**src/rtl/pipelined_decode_ctrl.sv**
```systemverilog
// Registered IF/ID decode controller driving the ID/EX control word, with jump-shadow
// squashing, halt drain sequencing and bubble insertion. ILLEGAL_TRAP_EN adds illegal_trap.
module pipelined_decode_ctrl #(
  parameter int unsigned ALU_OP_W     = 3,
  parameter int unsigned SHADOW       = 1,
  parameter int unsigned DRAIN_CYCLES = 3
) (
  input  logic                clk,
  input  logic                rst,
  input  logic [31:0]         instruction,
  input  logic                instr_valid,
  input  logic                stall_b,
  input  logic                flush,
  output logic [ALU_OP_W-1:0] alu_op,
  output logic                mem_read,
  output logic                mem_write,
  output logic                mem_reg,
  output logic                reg_dst,
  output logic                reg_write,
  output logic                alu_src,
  output logic                branch,
  output logic                branch_ne,
  output logic                jump,
  output logic                ctrl_valid,
  output logic                halted
`ifdef ILLEGAL_TRAP_EN
  ,
  output logic                illegal_trap
`endif
);

  localparam int unsigned SH_W = (SHADOW > 0) ? $clog2(SHADOW + 1) : 1;
  localparam int unsigned DR_W = $clog2(DRAIN_CYCLES + 1);

  localparam logic [5:0] OP_RTYPE = 6'h00;
  localparam logic [5:0] OP_LW    = 6'h23;
  localparam logic [5:0] OP_SW    = 6'h2b;
  localparam logic [5:0] OP_ADDI  = 6'h08;
  localparam logic [5:0] OP_BEQ   = 6'h04;
  localparam logic [5:0] OP_BNE   = 6'h05;
  localparam logic [5:0] OP_J     = 6'h02;
  localparam logic [5:0] OP_HALT  = 6'h3f;

  localparam logic [5:0] FN_ADD = 6'h20;
  localparam logic [5:0] FN_SUB = 6'h22;
  localparam logic [5:0] FN_AND = 6'h24;
  localparam logic [5:0] FN_OR  = 6'h25;
  localparam logic [5:0] FN_SLT = 6'h2a;

  localparam logic [ALU_OP_W-1:0] ALU_ADD = ALU_OP_W'(0);
  localparam logic [ALU_OP_W-1:0] ALU_NOP = ALU_OP_W'(1);
  localparam logic [ALU_OP_W-1:0] ALU_AND = ALU_OP_W'(2);
  localparam logic [ALU_OP_W-1:0] ALU_OR  = ALU_OP_W'(3);
  localparam logic [ALU_OP_W-1:0] ALU_SLT = ALU_OP_W'(4);
  localparam logic [ALU_OP_W-1:0] ALU_SUB = ALU_OP_W'(6);

  typedef struct packed {
    logic [ALU_OP_W-1:0] alu_op;
    logic                mem_read;
    logic                mem_write;
    logic                mem_reg;
    logic                reg_dst;
    logic                reg_write;
    logic                alu_src;
    logic                branch;
    logic                branch_ne;
    logic                jump;
    logic                ctrl_valid;
  } ctrl_t;

  localparam ctrl_t BUBBLE = '{alu_op: ALU_NOP, default: 1'b0};

  typedef enum logic [1:0] {
    S_RUN,
    S_DRAIN,
    S_HALTED
  } state_t;

  state_t          state;
  ctrl_t           ctrl_q;
  ctrl_t           dec;
  logic            dec_legal;
  logic            dec_halt;
  logic            dec_jump;
  logic [SH_W-1:0] shadow_cnt;
  logic [DR_W-1:0] drain_cnt;
  logic            halted_q;
  logic [5:0]      opcode;
  logic [5:0]      funct;
  logic            unused_instr_bits;

  assign opcode            = instruction[31:26];
  assign funct             = instruction[5:0];
  assign unused_instr_bits = ^instruction[25:6];

  always_comb begin
    dec       = BUBBLE;
    dec_legal = 1'b0;
    dec_halt  = 1'b0;
    dec_jump  = 1'b0;
    case (opcode)
      OP_RTYPE: begin
        dec.reg_dst   = 1'b1;
        dec.reg_write = 1'b1;
        dec_legal     = 1'b1;
        case (funct)
          FN_ADD:  dec.alu_op = ALU_ADD;
          FN_SUB:  dec.alu_op = ALU_SUB;
          FN_AND:  dec.alu_op = ALU_AND;
          FN_OR:   dec.alu_op = ALU_OR;
          FN_SLT:  dec.alu_op = ALU_SLT;
          default: dec_legal  = 1'b0;
        endcase
      end
      OP_LW: begin
        dec.alu_op    = ALU_ADD;
        dec.mem_read  = 1'b1;
        dec.mem_reg   = 1'b1;
        dec.reg_write = 1'b1;
        dec.alu_src   = 1'b1;
        dec_legal     = 1'b1;
      end
      OP_SW: begin
        dec.alu_op    = ALU_ADD;
        dec.mem_write = 1'b1;
        dec.alu_src   = 1'b1;
        dec_legal     = 1'b1;
      end
      OP_ADDI: begin
        dec.alu_op    = ALU_ADD;
        dec.reg_write = 1'b1;
        dec.alu_src   = 1'b1;
        dec_legal     = 1'b1;
      end
      OP_BEQ: begin
        dec.alu_op = ALU_SUB;
        dec.branch = 1'b1;
        dec_legal  = 1'b1;
      end
      OP_BNE: begin
        dec.alu_op    = ALU_SUB;
        dec.branch    = 1'b1;
        dec.branch_ne = 1'b1;
        dec_legal     = 1'b1;
      end
      OP_J: begin
        dec.alu_op = ALU_NOP;
        dec.jump   = 1'b1;
        dec_jump   = 1'b1;
        dec_legal  = 1'b1;
      end
      OP_HALT: dec_halt = 1'b1;
      default: ;
    endcase
    dec.ctrl_valid = dec_legal;
  end

  // Control word defaults to the bubble each cycle so jump can only ever pulse.
  always_ff @(posedge clk or posedge rst) begin
    if (rst) begin
      state        <= S_RUN;
      ctrl_q       <= BUBBLE;
      shadow_cnt   <= '0;
      drain_cnt    <= '0;
      halted_q     <= 1'b0;
`ifdef ILLEGAL_TRAP_EN
      illegal_trap <= 1'b0;
`endif
    end else begin
      ctrl_q <= BUBBLE;
      case (state)
        S_RUN: begin
          if (flush) begin
            shadow_cnt <= '0;
          end else if (!stall_b || !instr_valid) begin
            shadow_cnt <= shadow_cnt;
          end else if (shadow_cnt != '0) begin
            shadow_cnt <= shadow_cnt - SH_W'(1);
          end else if (dec_halt) begin
            state     <= S_DRAIN;
            drain_cnt <= DR_W'(DRAIN_CYCLES);
          end else if (!dec_legal) begin
`ifdef ILLEGAL_TRAP_EN
            illegal_trap <= 1'b1;
            state        <= S_HALTED;
            halted_q     <= 1'b1;
`endif
          end else begin
            ctrl_q <= dec;
            if (dec_jump) shadow_cnt <= SH_W'(SHADOW);
          end
        end
        S_DRAIN: begin
          drain_cnt <= drain_cnt - DR_W'(1);
          if (drain_cnt == DR_W'(1)) begin
            state    <= S_HALTED;
            halted_q <= 1'b1;
          end
        end
        S_HALTED: halted_q <= 1'b1;
        default:  state    <= S_RUN;
      endcase
    end
  end

  assign alu_op     = ctrl_q.alu_op;
  assign mem_read   = ctrl_q.mem_read;
  assign mem_write  = ctrl_q.mem_write;
  assign mem_reg    = ctrl_q.mem_reg;
  assign reg_dst    = ctrl_q.reg_dst;
  assign reg_write  = ctrl_q.reg_write;
  assign alu_src    = ctrl_q.alu_src;
  assign branch     = ctrl_q.branch;
  assign branch_ne  = ctrl_q.branch_ne;
  assign jump       = ctrl_q.jump;
  assign ctrl_valid = ctrl_q.ctrl_valid;
  assign halted     = halted_q;

endmodule

```
**config.mk**
```make
export PLATFORM = sky130hd
export DESIGN_NAME = pipelined_decode_ctrl
export DESIGN_NICKNAME = d
export VERILOG_FILES = /design/src/rtl/pipelined_decode_ctrl.sv
export SDC_FILE = /design/constraint.sdc
export NUM_CORES = 1
export LEC_CHECK = 0
export ABC_CLOCK_PERIOD_IN_PS = 2630
export CAP_MARGIN = 20
export CORE_MARGIN = 1.5
export CORE_UTILIZATION = 40
export CTS_CLUSTER_SIZE = 14
export DETAILED_ROUTE_END_ITERATION = 6
export PLACE_DENSITY = 0.93
export SLEW_MARGIN = 30
export SYNTH_ARGS = -nofsm -noshare
export SYNTH_HDL_FRONTEND = slang
export SYNTH_SLANG_ARGS = --single-unit
```
**constraint.sdc**
```tcl
create_clock -name clk -period 2.63 [get_ports clk]
set_input_delay 0.526 -clock clk [delete_from_list [all_inputs] [get_ports clk]]
set_output_delay 0.526 -clock clk [all_outputs]
set_load 0.05 [all_outputs]
```
==> flow_summary.toml <==
[timing]
finalSetupViolCount = 0
timing.final.ws_setup_ns = 0.258
tightest_slew_ns = 0.628
drv_slew = 0
period_minus_slack_ns = 2.37
period_share = 0.902
fmax_mhz = 422
relSlewSlack = 0.581
fin_skew_ns = 0.00846
rsz0062_at_grt = "false"
hold_violations = 0
worst_hold_slack_ns = 0.487
fin_setup_tns_ns = 0

[floorplan]
core_um2 = 2000
die_x_um = 49.8
start_util = 0.438
die_h_um = 49.8
row_count = 16
io_pins = 51
dieArea_um2 = 2480

[power]
swShare = 0.290
p_int_w = 0.000466
switchingPower_w = 0.000191
power_frac_clock = 0.245
p_seq_frac = 0.495
ir_drop_mv = 0.263
powerDensity_nw_per_um2 = 506
p_total_w = 0.000657
p_comb_frac = 0.260
power_leakage_nw = 0.563

[global_routing]
grtUsageMet2 = 0.344
antenna_found_initial = 0
grt_pass1_vias = 849
busiest_layer = "met2"
grt_use_total = 0.191
grt_pass1_wl_mm = 3.58
use_met1 = 0.209
grt_max_degree = 19
grtUsageMet3 = 0.0121
grt-ovfl-total = 0

[cts]
cts_resized = 0
cts_post_setup_buffers_inserted = 0
cts_hold_buf = 0
cts_sinks = 18
htreeDepth = 1
cts_root_buf = "clkbuf_4"
worst_skew_pair.late_latency_ns = 0.29
cts_tree = "done"
cts_max_path_buffers = 2
clk_pin_slew_ns = 0.10
numCtsBuffers = 3

[synth]
synthCells = 91
yosysWarnings = 0
ys_top_cells_by_area = "dfrtp_1 (49%), a21oi_1 (5.1%), nor2_1 (4.3%)"
yosysTopAreaCell = "dfrtp_1"
yosysSeqAreaShare = 0.516
ys_seq_elements = 18
synth_area_um2 = 876
synth_nets = 129
synth_top_cell_area_share = 0.486
syn_avg_cell_area_um2 = 9.62
synth_cell_types = 31

[detailed_routing]
drc = 0
wl_mm = 2.12
ant_nets = 0
vias = 845
first_pass_iters = 4
routed_via_density = 5.35
wl_per_cell_um = 13.4
drt_iter0_drc = 18

[cells_and_area]
drive_gt1_frac = 0.153
layout_common_cells = "clkdlybuf4s50_1 (30), dfrtp_1 (17), nor2_1 (10)"
final_common_cell = "clkdlybuf4s50_1"
fill_cells = 153
regArea_um2 = 452
num_antenna_cells = 0
fin_cells = 158
area_growth_pct = 48.3
layout.nets = 170
multi_input_area_um2 = 383

[setup_path]
cp_top_family = "simple AND/OR/NAND/NOR gates"
path_class = "in -> reg"
setup.worst_path.end_class = "flip-flop"
slowest_delay_ns = 0.55
critPathBufInv = 1
cp.arrival_ns = 2.59
path_cells = "clkdlybuf4s50_1 > or4_4 > or4_1 > or3_1 > a31o_1"
crit_slowest_cell = "or4_4"
required_ns = 2.85
cp-start-kind = "input port"
critPathMaxFanout = 2

[job]
drv_cap = 0

[place]
numPortBuffers = 30
place_inst = 154
gp_congestion = 0.798
pre_cts_ws_ns = -0.0317
place_hpwl_mm = 1.69

[min_path]
min_path_type = "reg -> reg"

[outcome]
status = "completed"
==> metal layers <==
layer  part of all wire  vias up
li1                   -      404
met5                  0        -
met2               0.55       35
met3              0.034        6
met1               0.39      400
met4              0.026        0
==> final timing paths <==
path,start,endpoint,slack (ns),cells past startpoint
worst max-delay path,instruction[26],alu_op[0],0.26,5
worst min-delay path,halted,halted,0.49,1
worst max register to register,shadow_cnt,branch_ne,1.18,5
worst min register to register,halted,halted,0.49,1
max in group asynchronous,rst,reg_write,1.61,2
min in group asynchronous,rst,halted,0.61,2
==> cells in the mapped netlist <==
library cell	count
dfrtp_1	17
nor2_1	10
a21oi_1	9
inv_1	7
nor3_1	6
nand2_1	4
nand2b_1	4
nand3_1	3
nor4b_1	3
o21ai_0	3
clkbuf_1	2
or3_1	2
or4_1	2
or4b_2	2
a2111oi_0	1
a21boi_0	1
a31o_1	1
and3_1	1
and3_2	1
buf_4	1
dfstp_2	1
ha_1	1
mux2_2	1
nand4bb_1	1
nor3b_1	1
o21ai_1	1
o21bai_1	1
o31ai_1	1
or2_2	1
or2b_1	1
or4_4	1
==> final cells by class <==
| class | instances | share of cell area |
|---|---|---|
| Timing Repair Buffer | 39 | 0.283 |
| Tap cell | 27 | 0.0260 |
| Multi-Input combinational cell | 63 | 0.295 |
| Sequential cell | 18 | 0.348 |
| Clock buffer | 4 | 0.0279 |
| Inverter | 7 | 0.0202 |
==> per-stage QoR <==
| step | utilization | instance area, µm² |
|---|---|---|
| floorplan | - | 876 |
| global placement | 0.631 | 1260 |
| detailed placement | 0.631 | 1260 |
| CTS | 0.649 | 1300 |
| global route | 0.649 | 1300 |
| finish | 0.649 | 1300 |
==> logic make-up after synthesis <==
logic type,share of synthesized area
DFF,0.516
AOI/OAI and AO/OA,0.120
muxes,0.0129
and+or+nand+nor,0.290
buffers and inverters,0.0472
adders and majority gates,0.0143
==> power groups by stage <==
stage	registers [W]	logic, W	clock network (W)
after floorplan	0.000354	0.0000695	0
after global placement	0.000328	0.000160	0
after detailed placement	0.000331	0.000171	0
after CTS	0.000326	0.000172	0.000164
after global routing	0.000329	0.000186	0.000176
final	0.000325	0.000171	0.000161
==> flip-flops by register name (all words and copies together) (netlist names) <==
signal and count:
halted 1, state 2, alu_op 3, mem_write 1, shadow_cnt 1, drain_cnt 2, branch 1, branch_ne 1
ctrl_valid 1, reg_write 1, mem_read 1, jump 1, alu_src 1, reg_dst 1
No activity file was read; power rests on OpenSTA's default activity.
